===== src/rtl/or_pkg.sv =====
// Shared constants and elaboration helpers for the OR-reduction blocks.
package or_pkg;

    localparam int DEFAULT_WIDTH = 8;

    // Node count at tree level k when each level pairs up its inputs
    function automatic int lvl_width(input int w, input int k);
        int n;
        n = w;
        for (int i = 0; i < k; i++) begin
            n = (n + 1) / 2;
        end
        return n;
    endfunction

    function automatic int lvl_off(input int w, input int k);
        int o;
        o = 0;
        for (int i = 0; i < k; i++) begin
            o += lvl_width(w, i);
        end
        return o;
    endfunction

endpackage


===== src/rtl/or_tree.sv =====
// Balanced binary tree of 2-input ORs; an odd leftover at any level passes through.
module or_tree
    import or_pkg::*;
#(
    parameter int WIDTH = DEFAULT_WIDTH
) (
    input  logic [WIDTH-1:0] in,
    output logic             out
);

    localparam int DEPTH = $clog2(WIDTH);
    localparam int TOTAL = lvl_off(WIDTH, DEPTH + 1);

    // All levels packed end to end; level k starts at lvl_off(WIDTH, k)
    logic [TOTAL-1:0] node;

    assign node[WIDTH-1:0] = in;

    for (genvar k = 1; k <= DEPTH; k++) begin : g_lvl
        localparam int P  = lvl_width(WIDTH, k - 1);
        localparam int N  = lvl_width(WIDTH, k);
        localparam int PO = lvl_off(WIDTH, k - 1);
        localparam int NO = lvl_off(WIDTH, k);
        for (genvar j = 0; j < P / 2; j++) begin : g_pair
            assign node[NO+j] = node[PO+2*j] | node[PO+2*j+1];
        end
        if (P % 2 == 1) begin : g_pass
            assign node[NO+N-1] = node[PO+P-1];
        end
    end

    assign out = node[TOTAL-1];

endmodule


===== src/rtl/or8_way.sv =====
// Or8Way reduction gate with registered copy, sticky flag and rising-edge pulse.
module or8_way
    import or_pkg::*;
#(
    parameter int WIDTH = DEFAULT_WIDTH
) (
    input  logic             clk,
    input  logic             rst,
    input  logic [WIDTH-1:0] in,
    input  logic             clr,
    output logic             out,
    output logic             out_q,
    output logic             sticky,
    output logic             rise
);

    or_tree #(
        .WIDTH(WIDTH)
    ) u_tree (
        .in (in),
        .out(out)
    );

    always_ff @(posedge clk or posedge rst) begin
        if (rst) begin
            out_q  <= 1'b0;
            sticky <= 1'b0;
            rise   <= 1'b0;
        end else begin
            out_q  <= out;
            rise   <= out & ~out_q;
            // clear beats a simultaneous set
            sticky <= clr ? 1'b0 : (sticky | out);
        end
    end

endmodule


===== config.mk =====
export PLATFORM = sky130hd
export DESIGN_NAME = or8_way
export DESIGN_NICKNAME = d
export VERILOG_FILES = /design/src/rtl/or_pkg.sv /design/src/rtl/or_tree.sv /design/src/rtl/or8_way.sv
export SDC_FILE = /design/constraint.sdc
export NUM_CORES = 1
export LEC_CHECK = 0
export ABC_AREA = 1
export BUFFER_PORTS_ARGS = -buffer_cell sky130_fd_sc_hd__buf_4
export CORE_AREA = 2 2 39 41
export CTS_BUF_LIST = sky130_fd_sc_hd__clkbuf_16
export DETAILED_ROUTE_END_ITERATION = 7
export DIE_AREA = 0 0 41 43
export REMOVE_ABC_BUFFERS = 1
export SYNTH_ARGS = -nofsm -noshare
export SYNTH_HDL_FRONTEND = slang
export SYNTH_SLANG_ARGS = --single-unit

===== constraint.sdc =====
create_clock -name clk -period 0.8 [get_ports clk]
set_clock_uncertainty 0.2 [all_clocks]
set_input_delay 0.12 -clock clk [delete_from_list [all_inputs] [get_ports clk]]
set_output_delay 0.12 -clock clk [all_outputs]
set_load 0.05 [all_outputs]

==> results of run 1 <==
[kinds of logic (layout without fill, tap and decap cells)]
family          after synthesis  count (layout)  synth area share (%)
flops                         3               3                  58.8
compound gates                1               1                  6.86
buf+inv                       3              25                  8.82
simple gates                  8               8                  25.5
[how the worst max path moves through the flow]
stage,start,end,cells past startpoint
CTS,out_q$_DFF_PP0_,out_q,1
global route,in[6],out,6
floorplan,sticky$_DFF_PP0_,sticky$_DFF_PP0_,2
detailed placement,in[1],out,6
global placement,in[3],out,6
finish,sticky$_DFF_PP0_,sticky,1
[sequential cells by signal, indices dropped and copies added (netlist names)]
| register | cells |
|---|---|
| out_q | 1 |
| rise | 1 |
| sticky | 1 |
[cell usage after synthesis, drive strengths merged]
| cell type | n |
|---|---|
| a21oi | 1 |
| dfrtp | 3 |
| inv | 3 |
| nand2 | 2 |
| nor2 | 6 |
[per-layer routing]
layer	global-route usage (%)	vias to the layer above	share of wire, %	wire, um
met5	0	-	0	0
met4	12.0	0	0	0
met3	0	0	12	46
met2	8.75	12	60	228
met1	4.47	75	28	107
li1	-	86	-	-
[timing repair]
| action | 4_1_cts | 5_1_grt |
|---|---|---|
| buffers inserted | 4 | 0 |
| pin swaps | 7 | 2 |
| setup endpoints to repair | 5 | 7 |
| gates resized for setup | 14 | 6 |
| endpoints found under the hold margin | 4 | 1 |
[metrics by stage]
stage	cell area, sq um	std cells
floorplan	128	15
detailed placement	275	48
global route	419	53
global placement	275	48
finish	419	53
CTS	435	56
[layout make-up]
class	count	area share, %
clock buffer	3	17.9
sequential	3	17.9
multi-input combinational	9	14.0
timing repair buffer	18	41.8
tap	16	4.78
inverter	3	2.69
clock inverter	1	0.896
[power breakdown]
part,switching (mW),total (mW),internal [mW],leakage [nW]
Sequential,0.00184,0.158,0.156,0.0344
Combinational,0.0338,0.0901,0.0564,0.124
Clock,0.129,0.773,0.644,0.0423
Total,0.165,1.02,0.856,0.200
==> flow_metrics.env, run 1 <==
export IMPL_run_status="finished with violations"
export IMPL_violations="negative hold slack, negative setup slack"
export IMPL_worstPathMaxFanout=2
export IMPL_relSlewSlack_pct=92.1
export IMPL_final_fill_count=150
export IMPL_grt_overflow=0
export IMPL_root_buffer="clkbuf_16"
export IMPL_crit_path_start_kind="flop"
export IMPL_grt_pass1_wl_um=621
export IMPL_antenna_found_initial=0
export IMPL_fp_dieH_um=43
export IMPL_power_mw=1.02
export IMPL_grt_pass1_vias=198
export IMPL_ys_seq_elements=3
export IMPL_crit_buf_inv=1
export IMPL_vias=173
export IMPL_wl_per_cell_um=7.21
export IMPL_insertion_delay_ns=0.22
export IMPL_cp_data_required_time_ns=0.48
export IMPL_tightest_slew_ns=0.118
export IMPL_clk_pin_slew_ns=0.03
export IMPL_finalCriticalPeriod_ns=1.07
export IMPL_crit_family="flip-flops"
export IMPL_dp_slack_ns=-0.292
export IMPL_synth_top_area_cell="dfrtp_1"
export IMPL_fmax_mhz=933
export IMPL_crit_path_max_incr_delay_ns=0.37
export IMPL_core_sq_um=1380
export IMPL_hold_path_end="sticky$_DFF_PP0_"
export IMPL_worstPathArrival_ns=0.75
export IMPL_min_path_type="input pin to flop"
export IMPL_drc_errors=0
export IMPL_seqCellArea_sq_um=75.1
export IMPL_rsz0062_at_grt="true"
export IMPL_nNetsFinal=49
export IMPL_worstReg2RegStart="out_q$_DFF_PP0_"
export IMPL_dieArea_sq_um=1760
export IMPL_clk_path_buf_depth=2
export IMPL_p_leak_nw=0.200
export IMPL_ys_types=6
export IMPL_reg2reg_depth=2
export IMPL_syn_area_sq_um=128
export IMPL_powerDensity_nw_per_um2=2440
export IMPL_synth_top_cell_area_share_pct=58.8
export IMPL_drv_slew=0
export IMPL_syn2layout_area_growth_pct=228
export IMPL_setup_viol=6
export IMPL_multi_input_area_sq_um=58.8
export IMPL_seq_area_frac_synth_pct=58.8
export IMPL_ioPinCount=15
export IMPL_syn_area_per_cell_sq_um=8.51
export IMPL_dieWidth_um=41
export IMPL_final_util_pct=30.3
export IMPL_holdWs_ns=-0.158
export IMPL_grt_max_degree=4
export IMPL_fin_crit_sh_pct=134
export IMPL_crit_chain="buf_6"
export IMPL_place_gp_congestion=0.588
export IMPL_reg2reg_slack_ns=-0.07
export IMPL_finalHoldViolations=1
export IMPL_irDropWorstVdd_mv=0.632
export IMPL_dr_pass1_iters=1
export IMPL_initialDrtViolationCount=0
export IMPL_grt_usage_pct=6.01
export IMPL_min_path_cells=2
export IMPL_mostFrequentLayoutCells="buf_6, buf_4, nor2_2"
export IMPL_ant_nets=0
export IMPL_antenna_cells=0
export IMPL_cts_hold_buffers=1
export IMPL_min_from="clr"
export IMPL_wl_um=382
export IMPL_cts_tree="done"
export IMPL_layout_commonest_cell="buf_6"
export IMPL_start_util_pct=9.22
export IMPL_layout_setup_ws_ns=-0.272
export IMPL_final_layout_size_suffix_gt1_share_pct=75.7
export IMPL_port_buffers=14
export IMPL_worst_setup_path_type="flop to output pin"
export IMPL_htree_levels=1
export IMPL_clkSinkCount=3
export IMPL_cts_buffers=3
export IMPL_slowest_stage="dfrtp_1"
export IMPL_r2r_end="rise$_DFF_PP0_"
export IMPL_maxCapViolCount=0
export IMPL_yosys_warnings=0
export IMPL_setup_tns_final_ns=-1.09
export IMPL_num_rows=14
export IMPL_syn_inst=15
export IMPL_synthTopCellsByArea="dfrtp_1, nor2_1, inv_1"
export IMPL_vias_per_cell=3.26
export IMPL_cp_end_kind="output pin"
Power figures use the tool's default switching activity.
==> inputs of run 2 (changes only) <==
--- a/config.mk
+++ b/config.mk
@@ -11,6 +11,8 @@
 export CTS_BUF_LIST = sky130_fd_sc_hd__clkbuf_16
 export DETAILED_ROUTE_END_ITERATION = 7
 export DIE_AREA = 0 0 41 43
+export PLACE_DENSITY_LB_ADDON = 0.3
+export RECOVER_POWER = 25
 export REMOVE_ABC_BUFFERS = 1
 export SYNTH_ARGS = -nofsm -noshare
 export SYNTH_HDL_FRONTEND = slang
==> flow_metrics.env, run 2 (same netlist as run 1, synthesis figures left out) <==
export IMPL_vias_per_cell=3.40
export IMPL_hpwlAfterDp_um=343
export IMPL_wl_per_cell_um=9.47
export IMPL_clk_path_buf_depth=2
export IMPL_hold_path_end="sticky$_DFF_PP0_"
export IMPL_crit_path_start_kind="flop"
export IMPL_final_util_pct=30.9
export IMPL_cts_tree="done"
export IMPL_cp_end_kind="output pin"
export IMPL_dp_cells=46
export IMPL_min_from="clr"
export IMPL_clkSinkCount=3
export IMPL_nNetsFinal=49
export IMPL_finalCriticalPeriod_ns=1.09
export IMPL_grt_pass1_vias=200
export IMPL_syn2layout_area_growth_pct=235
export IMPL_reg2reg_slack_ns=-0.07
export IMPL_fin_crit_sh_pct=136
export IMPL_holdWs_ns=-0.157
export IMPL_insertion_delay_ns=0.22
export IMPL_setup_viol=6
export IMPL_fp_dieH_um=43
export IMPL_num_rows=14
export IMPL_initialDrtViolationCount=0
export IMPL_grt_pass1_wl_um=848
export IMPL_run_status="finished with violations"
export IMPL_clk_pin_slew_ns=0.03
export IMPL_rsz0062_at_grt="true"
export IMPL_cts_buffers=3
export IMPL_worstPathMaxFanout=2
export IMPL_p_leak_nw=0.203
export IMPL_powerDensity_nw_per_um2=2420
export IMPL_mostFrequentLayoutCells="buf_6, nor2_2"
export IMPL_r2r_end="rise$_DFF_PP0_"
export IMPL_dieArea_sq_um=1760
export IMPL_reg2reg_depth=2
export IMPL_wl_um=502
export IMPL_cts_hold_buffers=1
export IMPL_tightest_slew_ns=0.141
export IMPL_cp_data_required_time_ns=0.48
export IMPL_worst_setup_path_type="flop to output pin"
export IMPL_drc_errors=0
export IMPL_htree_levels=1
export IMPL_finalHoldViolations=1
export IMPL_irDropWorstVdd_mv=0.651
export IMPL_reg_top3="out_q: 1 flops, rise: 1 flops, sticky: 1 flops"
export IMPL_port_buffers=14
export IMPL_setup_tns_final_ns=-1.15
export IMPL_place_gp_congestion=0.561
export IMPL_layout_setup_ws_ns=-0.285
export IMPL_ioPinCount=15
export IMPL_start_util_pct=9.22
export IMPL_min_path_type="input pin to flop"
export IMPL_crit_chain="buf_6"
export IMPL_fmax_mhz=921
export IMPL_slowest_stage="dfrtp_1"
export IMPL_final_fill_count=156
export IMPL_vias=180
export IMPL_grt_max_degree=4
export IMPL_dp_slack_ns=-0.274
export IMPL_crit_buf_inv=1
export IMPL_relSlewSlack_pct=90.6
export IMPL_antenna_found_initial=0
export IMPL_fin_cells=53
export IMPL_worstReg2RegStart="out_q$_DFF_PP0_"
export IMPL_layout_commonest_cell="buf_6"
export IMPL_root_buffer="clkbuf_16"
export IMPL_grt_usage_pct=8.73
export IMPL_crit_family="flip-flops"
export IMPL_ant_nets=0
export IMPL_min_path_cells=2
export IMPL_dieWidth_um=41
export IMPL_dr_pass1_iters=1
export IMPL_grt_overflow=0
export IMPL_violations="negative hold slack, negative setup slack"
export IMPL_worstPathArrival_ns=0.77
export IMPL_maxCapViolCount=0
export IMPL_antenna_cells=0
export IMPL_final_layout_size_suffix_gt1_share_pct=73.0
export IMPL_core_sq_um=1380
export IMPL_crit_path_max_incr_delay_ns=0.38
export IMPL_drv_slew=0
run 2: worst max path at each step:
stage                     startpoint                to  cells past startpoint
floorplan           sticky$_DFF_PP0_  sticky$_DFF_PP0_                      2
global placement               in[5]               out                      6
detailed placement             in[5]               out                      6
CTS                 sticky$_DFF_PP0_            sticky                      1
global route         out_q$_DFF_PP0_             out_q                      1
finish               out_q$_DFF_PP0_             out_q                      1
run 2: stage by stage:
step / hold WS, ns / total power [mW] / area, sq um
after floorplan: -0.326 / 0.182 / 128
after global placement: -0.199 / 0.227 / 260
after detailed placement: -0.198 / 0.228 / 260
after CTS: -0.157 / 1.04 / 454
after global routing: -0.156 / 1.08 / 428
final: -0.157 / 1.04 / 428
run 2: power by group:
| group | switching, mW | leakage (nW) | internal [mW] |
|---|---|---|---|
| Clock | 0.140 | 0.0423 | 0.645 |
| Combinational | 0.0340 | 0.127 | 0.0589 |
| Sequential | 0.00197 | 0.0344 | 0.156 |
| Total | 0.176 | 0.203 | 0.860 |
run 2: per-layer routing:
metal / vias to the layer above / wire length [um] / global-route usage, %
li1: 86 / - / -
met3: 4 / 123 / 9.42
met2: 18 / 172 / 9.69
met1: 72 / 180 / 8.33
met4: 0 / 25 / 8.00
met5: - / 0 / 0
run 2: timing repair:
action,in CTS,in global routing
pin swaps,4,4
buffers inserted,7,1
endpoints found under the setup margin,4,7
hold endpoints to repair,4,1
gates resized for setup,14,9
run 2: cell type report:
class	instances	area [sq um]	area share [%]
timing repair buffer	18	186	43.6
tap	16	20.0	4.68
sequential	3	75.1	17.5
clock buffer	3	75.1	17.5
inverter	3	11.3	2.63
clock inverter	1	3.75	0.877
multi-input combinational	9	56.3	13.2
